[config.mk]
export PLATFORM = sky130hd
export DESIGN_NAME = sprite_compositor
export DESIGN_NICKNAME = d
export VERILOG_FILES = /design/src/rtl/sprite_compositor.sv
export SDC_FILE = /design/constraint.sdc
export NUM_CORES = 1
export LEC_CHECK = 0
export CORE_MARGIN = 4
export CORE_UTILIZATION = 50
export DETAILED_ROUTE_END_ITERATION = 10
export HOLD_SLACK_MARGIN = 0.08
export PLACE_DENSITY = 0.79
export SLEW_MARGIN = 10
export SYNTH_ARGS = -nofsm -noshare
export SYNTH_HDL_FRONTEND = slang
export SYNTH_SLANG_ARGS = --single-unit
[constraint.sdc]
create_clock -name clk -period 2.4 [get_ports clk]
set_clock_uncertainty 0.2 [all_clocks]
set_input_delay 0.36 -clock clk [delete_from_list [all_inputs] [get_ports clk]]
set_output_delay 0.36 -clock clk [all_outputs]
set_load 0.03 [all_outputs]
[src/rtl/sprite_compositor.sv]
// Sprite compositor: time-multiplexes per-layer sprite ROM reads within one pixel period
// and publishes the highest-priority non-transparent colour one pixel period later.
module sprite_compositor #(
    parameter int                NUM_LAYERS = 3,
    parameter int                ADDR_W     = 17,
    parameter int                PIX_W      = 12,
    parameter int                PIX_DIV    = 4,
    parameter logic [PIX_W-1:0]  KEY_COLOR  = 12'h0F0,
    parameter logic [PIX_W-1:0]  BG_COLOR   = 12'h000
) (
    input  logic                         clk,
    input  logic                         rst_n,
    input  logic                         pix_stb,
    input  logic                         valid_in,
    input  logic                         hsync_in,
    input  logic                         vsync_in,
    input  logic [NUM_LAYERS-1:0]        layer_en,
    input  logic [NUM_LAYERS*ADDR_W-1:0] layer_addr,
    output logic [ADDR_W-1:0]            rom_addr,
    input  logic [PIX_W-1:0]             rom_data,
    output logic [PIX_W-1:0]             pixel_out,
    output logic                         hsync_out,
    output logic                         vsync_out,
    output logic                         overrun
);
    localparam int IDX_W = (NUM_LAYERS > 1) ? $clog2(NUM_LAYERS) : 1;
    localparam int CNT_W = $clog2(PIX_DIV) + 1;
    // Reads issued past this count cannot return before the next strobe.
    localparam logic [CNT_W-1:0] BUDGET = CNT_W'(PIX_DIV - 1);

    typedef enum logic [1:0] {IDLE = 2'd0, SCAN = 2'd1, DONE = 2'd2} state_t;

    function automatic logic [IDX_W-1:0] lowest_idx(input logic [NUM_LAYERS-1:0] m);
        lowest_idx = {IDX_W{1'b0}};
        for (int i = NUM_LAYERS - 1; i >= 0; i--) begin
            if (m[i]) lowest_idx = IDX_W'(i);
        end
    endfunction

    function automatic logic [NUM_LAYERS-1:0] clear_lowest(input logic [NUM_LAYERS-1:0] m);
        return m & (m - NUM_LAYERS'(1));
    endfunction

    state_t                      state_q;
    logic [PIX_W-1:0]            pixel_q, res_q;
    logic                        hs_out_q, vs_out_q, snap_hs_q, snap_vs_q, overrun_q;
    logic [NUM_LAYERS-1:0]       rem_q;
    logic [NUM_LAYERS*ADDR_W-1:0] snap_addr_q;
    logic [ADDR_W-1:0]           rom_addr_q;
    logic                        iss_v_q, iss_last_q, lat_v_q, lat_last_q;
    logic [CNT_W-1:0]            iss_cnt_q;

    logic                        start_s, hit_s, all_key_s, can_issue_s, overrun_now_s;
    logic [IDX_W-1:0]            first_idx_s, next_idx_s;
    logic [PIX_W-1:0]            pixel_d;

    // Scan decisions and the value to publish if this edge is a strobe.
    always_comb begin
        start_s       = valid_in && (|layer_en);
        first_idx_s   = lowest_idx(layer_en);
        next_idx_s    = lowest_idx(rem_q);
        hit_s         = (state_q == SCAN) && lat_v_q && (rom_data != KEY_COLOR);
        all_key_s     = (state_q == SCAN) && lat_v_q && (rom_data == KEY_COLOR) && lat_last_q;
        can_issue_s   = (state_q == SCAN) && (|rem_q) && (iss_cnt_q < BUDGET) && !hit_s && !all_key_s;
        overrun_now_s = (state_q == SCAN) && !hit_s && !all_key_s;
        if (hit_s) begin
            pixel_d = rom_data;
        end else if (state_q == SCAN) begin
            pixel_d = BG_COLOR;
        end else begin
            pixel_d = res_q;
        end
    end

    // Pixel-period FSM, ROM address issue, read pipeline and output publish.
    always_ff @(posedge clk) begin
        if (!rst_n) begin
            state_q     <= IDLE;
            pixel_q     <= {PIX_W{1'b0}};
            res_q       <= {PIX_W{1'b0}};
            hs_out_q    <= 1'b1;
            vs_out_q    <= 1'b1;
            snap_hs_q   <= 1'b1;
            snap_vs_q   <= 1'b1;
            overrun_q   <= 1'b0;
            rem_q       <= {NUM_LAYERS{1'b0}};
            snap_addr_q <= {(NUM_LAYERS*ADDR_W){1'b0}};
            rom_addr_q  <= {ADDR_W{1'b0}};
            iss_v_q     <= 1'b0;
            iss_last_q  <= 1'b0;
            lat_v_q     <= 1'b0;
            lat_last_q  <= 1'b0;
            iss_cnt_q   <= {CNT_W{1'b0}};
        end else if (pix_stb) begin
            pixel_q     <= pixel_d;
            hs_out_q    <= snap_hs_q;
            vs_out_q    <= snap_vs_q;
            if (overrun_now_s) overrun_q <= 1'b1;
            snap_hs_q   <= hsync_in;
            snap_vs_q   <= vsync_in;
            snap_addr_q <= layer_addr;
            res_q       <= valid_in ? BG_COLOR : {PIX_W{1'b0}};
            // Reads still in flight belong to the previous pixel and are dropped.
            lat_v_q     <= 1'b0;
            lat_last_q  <= 1'b0;
            iss_v_q     <= start_s;
            iss_last_q  <= start_s && (clear_lowest(layer_en) == {NUM_LAYERS{1'b0}});
            if (start_s) begin
                state_q    <= SCAN;
                rom_addr_q <= layer_addr[first_idx_s*ADDR_W +: ADDR_W];
                rem_q      <= clear_lowest(layer_en);
                iss_cnt_q  <= CNT_W'(1);
            end else begin
                state_q    <= IDLE;
                rem_q      <= {NUM_LAYERS{1'b0}};
                iss_cnt_q  <= {CNT_W{1'b0}};
            end
        end else begin
            lat_v_q    <= iss_v_q;
            lat_last_q <= iss_last_q;
            iss_v_q    <= can_issue_s;
            iss_last_q <= can_issue_s && (clear_lowest(rem_q) == {NUM_LAYERS{1'b0}});
            if (can_issue_s) begin
                rom_addr_q <= snap_addr_q[next_idx_s*ADDR_W +: ADDR_W];
                rem_q      <= clear_lowest(rem_q);
                iss_cnt_q  <= iss_cnt_q + CNT_W'(1);
            end
            if (hit_s) begin
                res_q   <= rom_data;
                state_q <= DONE;
            end else if (all_key_s) begin
                res_q   <= BG_COLOR;
                state_q <= DONE;
            end
        end
    end

    assign rom_addr  = rom_addr_q;
    assign pixel_out = pixel_q;
    assign hsync_out = hs_out_q;
    assign vsync_out = vs_out_q;
    assign overrun   = overrun_q;
endmodule

==> impl_metrics.py <==
metrics = {
    "outcome": {
        "outcome": "complete, no violations",
    },
    "logic_synthesis": {
        "yosys.area.top_type_share_pct": 42.31,
        "synth_mux_area_share_pct": 14.30,
        "ys_seq_area_share_pct": 42.31,
        "synthSimpleGateAreaFrac_pct": 16.77,
        "synth-adder-area-share_pct": 0.4407,
        "ys_ff_latch": 108,
        "synth_area_leaders": "dfxtp_1, mux2i_1, o221ai_1",
        "yosys_warnings": 0,
        "synthCells": 594,
        "synth_area_leader_cell": "dfxtp_1",
        "async_flop_share_pct": 0,
        "synth_edf_count": 0,
        "netlist_area_sq_um": 5110,
        "synth_cell_types": 43,
        "synth.avg_cell_area_sq_um": 8.603,
        "synthFlopType": "dfxtp_1",
        "synth_top_family_by_area": "compound AO/OA/AOI/OAI gates",
        "yosys.area_share.xor_xnor_pct": 0,
        "synth_compound_area_share_pct": 20.23,
        "syn-num-nets": 667,
    },
    "grt": {
        "grt-ovfl-total": 0,
        "antenna_found_initial": 0,
        "grt_usage_pct": 23.67,
        "grt_pass1_vias": 4802,
        "grt_max_degree": 62,
        "grt_pass1_wl_um": 22830,
    },
    "clock_network": {
        "cts_tree": "built",
        "clk_pin_slew_ns": 0.10,
        "clock-sinks": 108,
        "cts.hold.buffers_added": 0,
        "cts_setup_buffers": 0,
        "cts_resized": 0,
        "h-tree-depth": 3,
        "cts_inserted_buffers": 9,
        "clock-root-buffer": "clkbuf_8",
        "clockBufferDepth": 2,
        "insertion_delay_ns": 0.37,
    },
    "final_layout": {
        "regArea_sq_um": 2162,
        "multi_input_area_sq_um": 2673,
        "syn_to_final_growth_pct": 29.33,
        "postLayoutCellArea_sq_um": 6609,
        "final_layout_size_suffix_gt1_share_pct": 8.777,
        "n_antenna_cell": 0,
        "fin_nets": 763,
        "fill_cells": 803,
    },
    "detailed_routing": {
        "antenna_left": 0,
        "firstDrtPassIters": 5,
        "via_count": 4901,
        "viasPerCell": 5.919,
        "remaining_drc_errors": 0,
        "wl_um": 13710,
        "drtIter0Drc": 313,
        "wl_per_cell_um": 16.55,
    },
    "job": {
        "drv_cap": 0,
    },
    "setup_path": {
        "worstSetupPathType": "input pin to register",
        "cp_max_fo": 6,
        "required_ns": 2.46,
        "critPathArrivalTime_ns": 2.34,
        "start_kind": "input pin",
        "critPathCaptureType": "register",
    },
    "floorplanning": {
        "rows": 36,
        "design.core.area_sq_um": 9864,
        "die_area_sq_um": 11900,
        "initial_core_util_pct": 51.80,
        "io_pins": 104,
        "die_w_um": 109.1,
        "die_h_um": 109.1,
    },
    "sta": {
        "relSlewSlack_pct": 65.20,
        "clock.fmax_ghz": 0.4369,
        "setup_viol": 0,
        "final.period_utilization_pct": 95.37,
        "drv_slew": 0,
        "period_minus_slack_ns": 2.289,
        "hold_viol": 0,
        "hold_slack_ns": 0.2363,
        "worst_pin_slew_ns": 0.5154,
        "grt_setup_unrepaired": "no",
    },
    "power": {
        "cellLeakagePower_nw": 2.462,
        "p_per_area_nw_per_um2": 553.6,
        "power_frac_seq_pct": 53.0,
        "power_frac_clock_pct": 28.6,
        "p_switching_mw": 1.038,
        "ir_drop_mv": 0.3021,
        "switching_share_pct": 28.38,
        "comb_power_share_pct": 18.4,
        "p_int_mw": 2.620,
    },
    "placement": {
        "place_congestion": 0.8536,
        "io_buffers": 103,
        "dp_hpwl_um": 9647,
        "place_area_sq_um": 6422,
    },
    "min_path": {
        "hold_class": "input pin to register",
    },
}
[layout by cell type (no fill, tap or decap), drive strengths merged, types with 7 or more instances in the layout]
| master | count |
|---|---|
| o21ai | 39 |
| buf | 40 |
| clkdlybuf4s50 | 102 |
| o311ai | 7 |
| inv | 21 |
| nor3b | 17 |
| nor2 | 63 |
| mux2i | 73 |
| a21oi | 43 |
| dfxtp | 108 |
| nand3b | 17 |
| nand2 | 58 |
| o221ai | 34 |
| a31oi | 18 |
| clkbuf | 10 |
[worst max-delay path, stage by stage]
cell and delay [ns]:
clkdlybuf4s50_1 0.42, or4_1 0.62, buf_4 0.19, o311ai_0 0.49, buf_4 0.21, a21oi_1 0.06
[area by class of cell]
class / count / area share (%)
inverters: 20 / 1.136
repair buffers: 142 / 20.37
flip-flops and latches: 108 / 32.71
clock buffers: 10 / 2.083
well taps: 133 / 2.518
clock inverters: 6 / 0.7384
multi-input cells: 409 / 40.44
[registers in the layout, summed over array words and instances, names as in the netlist]
name	flops
lat_v_q	1
snap_hs_q	1
state_q	2
lat_last_q	1
snap_vs_q	1
res_q	12
rem_q	2
rom_addr	17
pixel_out	12
vsync_out	1
iss_v_q	1
hsync_out	1
snap_addr_q	51
overrun	1
iss_last_q	1
iss_cnt_q	3
[final timing paths]
kind                                  start                      endpoint  slack [ns]  depth (start not counted)
setup / recovery                rom_data[0]         res_q[0]$_SDFFE_PP0P_        0.11                          6
hold reg to reg   iss_cnt_q[2]$_SDFFE_PN0P_     iss_cnt_q[2]$_SDFFE_PN0P_        0.27                          2
hold / removal                      pix_stb  snap_addr_q[44]$_SDFFE_PN0P_        0.24                          3
setup reg to reg    state_q[1]$_SDFFE_PN0P_     iss_cnt_q[1]$_SDFFE_PN0P_        0.37                          5
[Yosys cell counts (2+ instances only)]
cell type and instances:
o2111ai_1 2, and2_1 2, buf_1 5, o21ai_0 36, nand3_1 3, inv_1 19
a31oi_1 18, nor3b_1 17, nor2_1 63, nand2_1 58, o21ai_1 3, dfxtp_1 108
a21oi_1 43, nand4_1 2, clkbuf_1 42, o311ai_0 6, a311oi_1 6, nand3b_1 17
mux2i_1 73, nor3_1 2, o221ai_1 34, and3_1 3, o21a_1 2, or4_1 2
nand2b_1 2, buf_2 9
[routing by layer]
layer  vias to the layer above  share of wire (%)  track usage, %
met1                      2365                 45           30.43
met2                       174                 47           40.26
met5                         -                  0               0
met4                         0                2.3           9.468
li1                       2333                  -               -
met3                        29                5.8           2.842
[through the flow]
step	TNS (ns)	util, %	power (mW)	std cells	worst slack, ns
global route	0	67.00	3.824	828	0.04661
global placement	-5.243	65.11	2.628	812	-0.2304
CTS	0	67.00	3.682	828	0.1502
finish	0	67.00	3.659	828	0.1111
floorplan	0	-	2.334	594	0.2282
detailed placement	-6.272	65.11	2.650	812	-0.2248
[cell families after synthesis]
kind of cell             Yosys count
flip-flops                       108
adder cells (fa/ha/maj)            2
AND/OR/NAND/NOR                  176
buffers and inverters             77
AO/OA/AOI/OAI                    158
multiplexers                      73
[power groups by stage]
stage          combinational [mW]  sequential [mW]  clock (mW)
2_1_floorplan               0.307             2.03           0
3_3_place_gp                0.655             1.97           0
3_5_place_dp                0.673             1.98           0
4_1_cts                     0.675             1.94        1.07
5_1_grt                     0.728             1.95        1.15
6_report                    0.674             1.94        1.05
No activity file was read; power rests on OpenSTA's default activity.
